[src/rtl/result_writeback_buffer_pkg.sv]
// Shared result-entry type and tag/sequence-number age helpers.
// Optional single-cycle bypass is enabled by defining RESULT_BYPASS_EN.
package result_writeback_buffer_pkg;

    localparam int DATA_W = 32;
    localparam int TAG_W  = 6;
    localparam int SQN_W  = 6;
    localparam int NM_W   = 5;

    typedef struct packed {
        logic              valid;
        logic [DATA_W-1:0] result;
        logic [TAG_W-1:0]  tagDst;
        logic [NM_W-1:0]   nmDst;
        logic [SQN_W-1:0]  sqN;
    } ResultEntry;

    // Wrap-around age: a is older when (a - b) is negative in SQN_W bits.
    function automatic logic is_older(
        input logic [SQN_W-1:0] a,
        input logic [SQN_W-1:0] b
    );
        logic [SQN_W-1:0] d;
        d = a - b;
        return d[SQN_W-1];
    endfunction

    function automatic logic is_younger_tag(
        input logic [TAG_W-1:0] t,
        input logic [TAG_W-1:0] bound
    );
        logic [TAG_W-1:0] d;
        d = t - bound;
        return !d[TAG_W-1] && (d != '0);
    endfunction

endpackage

[src/rtl/result_writeback_buffer_oldest_select.sv]
// Finds the oldest valid, non-excluded entry; ties go to the lower index.
module result_writeback_buffer_oldest_select
    import result_writeback_buffer_pkg::*;
#(
    parameter int N  = 4,
    parameter int IW = 2
) (
    input  ResultEntry [N-1:0] entries_i,
    input  logic [N-1:0]       excl_i,
    output logic               found_o,
    output logic [IW-1:0]      idx_o
);

    logic          hit;
    logic [IW-1:0] best;
    logic          unused_fields;

    assign unused_fields = ^entries_i;

    always_comb begin
        hit  = 1'b0;
        best = '0;
        for (int i = 0; i < N; i++) begin
            if (entries_i[i].valid && !excl_i[i] &&
                (!hit || is_older(entries_i[i].sqN,
                                  entries_i[best].sqN))) begin
                hit  = 1'b1;
                best = IW'(i);
            end
        end
    end

    assign found_o = hit;
    assign idx_o   = best;

endmodule

[src/rtl/result_writeback_buffer.sv]
// Unordered result slots broadcast oldest-first onto the result buses.
// Define RESULT_BYPASS_EN to let results skip an empty buffer.
module result_writeback_buffer
    import result_writeback_buffer_pkg::*;
#(
    parameter int NUM_SRC          = 2,
    parameter int BUF_SIZE         = 4,
    parameter int RESULT_BUS_COUNT = 1
) (
    input  logic                                   clk,
    input  logic                                   rst,
    input  logic [NUM_SRC-1:0]                     IN_valid,
    input  logic [NUM_SRC-1:0][DATA_W-1:0]         IN_result,
    input  logic [NUM_SRC-1:0][TAG_W-1:0]          IN_tagDst,
    input  logic [NUM_SRC-1:0][NM_W-1:0]           IN_nmDst,
    input  logic [NUM_SRC-1:0][SQN_W-1:0]          IN_sqN,
    output logic [NUM_SRC-1:0]                     OUT_ready,
    input  logic                                   IN_invalidate,
    input  logic [TAG_W-1:0]                       IN_invalidateTag,
    output logic [RESULT_BUS_COUNT-1:0]            OUT_resultValid,
    output logic [RESULT_BUS_COUNT-1:0][DATA_W-1:0] OUT_resultBus,
    output logic [RESULT_BUS_COUNT-1:0][TAG_W-1:0] OUT_resultTag,
    output logic [RESULT_BUS_COUNT-1:0][NM_W-1:0]  OUT_resultNmDst,
    output logic [RESULT_BUS_COUNT-1:0][SQN_W-1:0] OUT_resultSqN
);

    localparam int IW = (BUF_SIZE > 1) ? $clog2(BUF_SIZE) : 1;
    localparam int RB = RESULT_BUS_COUNT;

    ResultEntry [BUF_SIZE-1:0] slots_q, slots_d;
    ResultEntry [RB-1:0]       bus_q, bus_d;
    ResultEntry [NUM_SRC-1:0]  in_ent;

    logic [NUM_SRC-1:0]          accept;
    logic [RB-1:0][BUF_SIZE-1:0] excl;
    logic [RB-1:0]               sel_found;
    logic [RB-1:0][IW-1:0]       sel_idx;
    int                          free_cnt;

    // Ready looks only at slots free at the start of the cycle.
    always_comb begin
        free_cnt = 0;
        for (int s = 0; s < BUF_SIZE; s++) begin
            if (!slots_q[s].valid) free_cnt++;
        end
        for (int i = 0; i < NUM_SRC; i++) begin
            OUT_ready[i] = rst && !IN_invalidate && (free_cnt > i);
            in_ent[i] = '{valid:  1'b1,
                          result: IN_result[i],
                          tagDst: IN_tagDst[i],
                          nmDst:  IN_nmDst[i],
                          sqN:    IN_sqN[i]};
        end
    end

    assign accept = IN_valid & OUT_ready;

    for (genvar b = 0; b < RB; b++) begin : g_sel
        if (b == 0) begin : g_first
            assign excl[b] = '0;
        end else begin : g_next
            assign excl[b] = excl[b-1] |
                (sel_found[b-1] ? (BUF_SIZE'(1) << sel_idx[b-1]) : '0);
        end
        result_writeback_buffer_oldest_select #(
            .N  (BUF_SIZE),
            .IW (IW)
        ) u_sel (
            .entries_i (slots_q),
            .excl_i    (excl[b]),
            .found_o   (sel_found[b]),
            .idx_o     (sel_idx[b])
        );
    end

    always_comb begin
        logic                placed;
        logic [BUF_SIZE-1:0] claimed;
        logic [NUM_SRC-1:0]  byp;
`ifdef RESULT_BYPASS_EN
        logic hit;
        int   best;
        hit  = 1'b0;
        best = 0;
`endif
        placed  = 1'b0;
        claimed = '0;
        byp     = '0;
        slots_d = slots_q;
        bus_d   = bus_q;
        for (int b = 0; b < RB; b++) bus_d[b].valid = 1'b0;
        if (IN_invalidate) begin
            for (int s = 0; s < BUF_SIZE; s++) begin
                if (is_younger_tag(slots_q[s].tagDst, IN_invalidateTag))
                    slots_d[s].valid = 1'b0;
            end
        end else begin
            for (int b = 0; b < RB; b++) begin
                if (sel_found[b]) begin
                    bus_d[b] = slots_q[sel_idx[b]];
                    slots_d[sel_idx[b]].valid = 1'b0;
                end
            end
`ifdef RESULT_BYPASS_EN
            if (free_cnt == BUF_SIZE) begin
                for (int b = 0; b < RB; b++) begin
                    hit  = 1'b0;
                    best = 0;
                    for (int i = 0; i < NUM_SRC; i++) begin
                        if (accept[i] && !byp[i] &&
                            (!hit || is_older(in_ent[i].sqN,
                                              in_ent[best].sqN))) begin
                            hit  = 1'b1;
                            best = i;
                        end
                    end
                    if (hit) begin
                        byp[best] = 1'b1;
                        bus_d[b]  = in_ent[best];
                    end
                end
            end
`endif
            for (int i = 0; i < NUM_SRC; i++) begin
                if (accept[i] && !byp[i]) begin
                    placed = 1'b0;
                    for (int s = 0; s < BUF_SIZE; s++) begin
                        if (!placed && !slots_q[s].valid && !claimed[s]) begin
                            placed     = 1'b1;
                            claimed[s] = 1'b1;
                            slots_d[s] = in_ent[i];
                        end
                    end
                end
            end
        end
    end

    always_ff @(posedge clk) begin
        if (!rst) begin
            slots_q <= '0;
            bus_q   <= '0;
        end else begin
            slots_q <= slots_d;
            bus_q   <= bus_d;
        end
    end

    always_comb begin
        for (int b = 0; b < RB; b++) begin
            OUT_resultValid[b] = bus_q[b].valid;
            OUT_resultBus[b]   = bus_q[b].result;
            OUT_resultTag[b]   = bus_q[b].tagDst;
            OUT_resultNmDst[b] = bus_q[b].nmDst;
            OUT_resultSqN[b]   = bus_q[b].sqN;
        end
    end

endmodule

[config.mk]
export PLATFORM = sky130hd
export DESIGN_NAME = result_writeback_buffer
export DESIGN_NICKNAME = d
export VERILOG_FILES = /design/src/rtl/result_writeback_buffer_pkg.sv /design/src/rtl/result_writeback_buffer_oldest_select.sv /design/src/rtl/result_writeback_buffer.sv
export SDC_FILE = /design/constraint.sdc
export NUM_CORES = 1
export LEC_CHECK = 0
export CAP_MARGIN = 15
export CELL_PAD_IN_SITES_DETAIL_PLACEMENT = 1
export CELL_PAD_IN_SITES_GLOBAL_PLACEMENT = 1
export CORE_AREA = 8 8 216 218
export CTS_BUF_LIST = sky130_fd_sc_hd__clkbuf_8
export CTS_CLUSTER_DIAMETER = 50
export CTS_CLUSTER_SIZE = 12
export DETAILED_ROUTE_END_ITERATION = 10
export DIE_AREA = 0 0 224 226
export DONT_BUFFER_PORTS = 1
export PLACE_DENSITY_LB_ADDON = 0.25
export SYNTH_ARGS = -nofsm -noshare
export SYNTH_HDL_FRONTEND = slang
export SYNTH_HIERARCHICAL = 1
export SYNTH_SLANG_ARGS = --single-unit
[constraint.sdc]
create_clock -name clk -period 6.1 [get_ports clk]
set_input_delay 1.22 -clock clk [delete_from_list [all_inputs] [get_ports clk]]
set_output_delay 1.22 -clock clk [all_outputs]
set_load 0.005 [all_outputs]
==> flow_summary.yaml <==
setup_path:
  r2r_setup_slack_ps: 310
  r2r_cells: 29
  reg2reg_to: "OUT_resultBus[14]"
  cp_max_fo: 7
  crit_path_start_kind: "register"
  cp.required_ps: 6540
  regToRegStartpoint: "slots_q[2]"
  endpoint_kind: "register"
  path_class: "register to register"
  timing.critical_path.mode_cell: "a21o_1"
  crit_arrival_ps: 6230
  crit_slowest_cell: "mux4_2"
  slowest_delay_ps: 500
synth:
  yosys.area.top_type: "dfxtp_1"
  synthCells: 1380
  async_flop_share_pct: 0
  syn_avg_cell_area_um2: 9.24
  synth_flop_cell: "dfxtp_1"
  yosys.area.top_type_share_pct: 39.2
  ys_seq_elements: 250
  synth-edff-count: 0
  synth_area_leaders: "dfxtp_1, mux4_2, a22o_1, nand2_1, a21o_1"
  yosys_warnings: 6
  netlist_area_mm2: 0.0128
  synth_cell_types: 76
  yosysSeqAreaShare_pct: 39.2
clock_network:
  ctsLongestPathBuffers: 3
  clockRootBuffer: "clkbuf_8"
  cts_tree: "done"
  htree_levels: 2
  insertion_delay_ps: 610
  cts_sinks: 250
  clk_pin_slew_ps: 80
  cts_buffers: 36
place:
  io_buffers: 0
  post_dp_cell_area_mm2: 0.0134
  place_hpwl_um: 30000
  gp_congestion: 0.779
  post-place-ws_ps: 200
floorplan:
  dieWidth_um: 224
  start_util_pct: 29.3
  rows: 77
  ios: 161
  dieArea_mm2: 0.0506
  coreArea_mm2: 0.0435
  fp.dieH_um: 226
run_status:
  outcome: "complete, no violations"
global_routing:
  grt_max_degree: 109
  antenna_found_initial: 0
  grt_overflow: 0
  grt_pass1_vias: 11623
  grt_pass1_wl_um: 74200
  grt_usage_pct: 19.2
routing:
  first_pass_iters: 5
  wl_per_cell_um: 25.4
  vias: 10977
  drcViolationCount: 0
  avgViaCountPerCell: 5.60
  drt_iter0_drc: 557
  routed_wl_um: 49700
  detail-route-antenna-nets: 0
power_and_ir_drop:
  clkPwrFrac_pct: 42.4
  swShare_pct: 28.0
  power.switching_mw: 1.09
  pwr_density_cell_mw_per_mm2: 269
  max-vdd-ir-drop_v: 0.000182
  p_leak_nw: 5.83
  sequentialPowerShare_pct: 44.9
  combPwrFrac_pct: 12.7
  intPower_mw: 2.79
final_layout:
  final_cell_mix: "dfxtp_1, nand2_1, a21oi_1, a21o_1, a22o_1"
  fin_nets: 1493
  final_core_util_pct: 33.2
  n_fill_cell: 4988
  multi_input_area_mm2: 0.00725
  num_antenna_cells: 0
  area_delta_synth_final_pct: 13.1
  layout_commonest_cell: "dfxtp_1"
  design_area_mm2: 0.0144
  drive_above_1_share_pct: 13.7
  seqCellArea_mm2: 0.00501
sta:
  drv_slew: 0
  fin_skew_ps: 41.8
  fmax_ghz: 0.173
  worstMarginPinSlew_ps: 1030
  fin_crit_ps: 5790
  setup_viol: 0
  hold_ws_ps: 452
  maxSlewHeadroom_pct: 31.6
  worst_slack_ps: 310
  period_share_pct: 94.9
  hold_viol: 0
run:
  cap_viol_max_count: 0
worst_hold_path:
  hold_start: "slots_q[186]"
  min_path_cells: 1
  hold_path_end: "slots_q[186]"
  hold_path_class: "register to register"
flip-flops by register name, indices dropped and copies added (netlist names):
name	count
OUT_resultTag	6
OUT_resultBus	32
OUT_resultValid	1
OUT_resultNmDst	5
slots_q	200
OUT_resultSqN	6
cell usage after synthesis, types with 4 or more instances:
cell type    n
a21o_1     104
a21oi_1    113
a22o_1      98
a31oi_1     52
buf_1        9
buf_2       26
clkbuf_1    78
dfxtp_1    250
fa_1         4
ha_1        37
inv_1       26
mux2i_1     10
mux4_2      50
nand2_1    211
nand2b_1     6
nand3b_1     6
nand4_1      7
nor2_1      66
nor2b_1      9
nor3_1      12
o21a_1       7
o21ai_0     61
o221ai_1    49
or3_1        4
xnor2_1     10
xor2_1       8
cell type report:
type | instances | share of cell area, %
inverter | 27 | 0.702
tap | 592 | 5.13
clock inverter | 21 | 1.89
sequential | 250 | 34.7
multi-input combinational | 988 | 50.3
timing repair buffer | 40 | 3.21
clock buffer | 43 | 4.10
power by group through the flow:
stage / Combinational (mW) / Clock, mW / Sequential [mW]
6_report: 0.492 / 1.65 / 1.74
4_1_cts: 0.477 / 1.69 / 1.74
2_1_floorplan: 0.359 / 0 / 1.76
3_5_place_dp: 0.474 / 0 / 1.78
3_3_place_gp: 0.463 / 0 / 1.78
5_1_grt: 0.543 / 1.76 / 1.75
layer usage:
metal  share of wire [%]  global-route usage [%]
met5                   0                       0
met4                 2.1                    5.67
met3                 7.3                    5.88
met2                  49                    33.4
met1                  42                    22.6
how the worst max path moves through the flow:
stage	start	endpoint	cells after the start
2_1_floorplan	slots_q[2]	OUT_resultBus[22]	29
3_3_place_gp	slots_q[2]	OUT_resultBus[14]	28
6_report	slots_q[2]	OUT_resultBus[14]	29
4_1_cts	slots_q[2]	OUT_resultBus[14]	27
3_5_place_dp	slots_q[2]	OUT_resultBus[16]	27
5_1_grt	slots_q[52]	OUT_resultBus[14]	29
metrics by stage:
step / TNS, ps / total power [mW] / std cells
after CTS: 0 / 3.91 / 1950
after floorplan: 0 / 2.12 / 1383
final: 0 / 3.88 / 1961
after global routing: -57.1 / 4.05 / 1961
after global placement: 0 / 2.24 / 1886
after detailed placement: 0 / 2.25 / 1886
critical path: cells and delay by family, from the launching register on:
kind	cells	cell delay, ps
DFF	1	370
xor gates and xnor gates	2	360
buffers and inverters	4	490
AOI/OAI and AO/OA	15	2380
muxes	2	730
adders and majority gates	3	930
and+or+nand+nor	3	400
what timing repair did:
item	4_1_cts	5_1_grt
resized for setup	0	11
buffers inserted	0	9
endpoints found under the setup margin	0	53
hold buffers	0	0
logic make-up (layout without fill, tap and decap cells):
| group | Yosys count | after routing | synth area share (%) |
|---|---|---|---|
| xor+xnor | 18 | 18 | 1.24 |
| mux | 62 | 62 | 9.82 |
| other cells | 1 | 4 | 0.0294 |
| simple gates | 349 | 349 | 12.3 |
| buf+inv | 145 | 131 | 4.76 |
| compound gates | 513 | 513 | 28.3 |
| fa+ha+maj | 42 | 42 | 4.34 |
| flops | 250 | 250 | 39.2 |
Note: power is estimated with default switching activity, not from simulation.
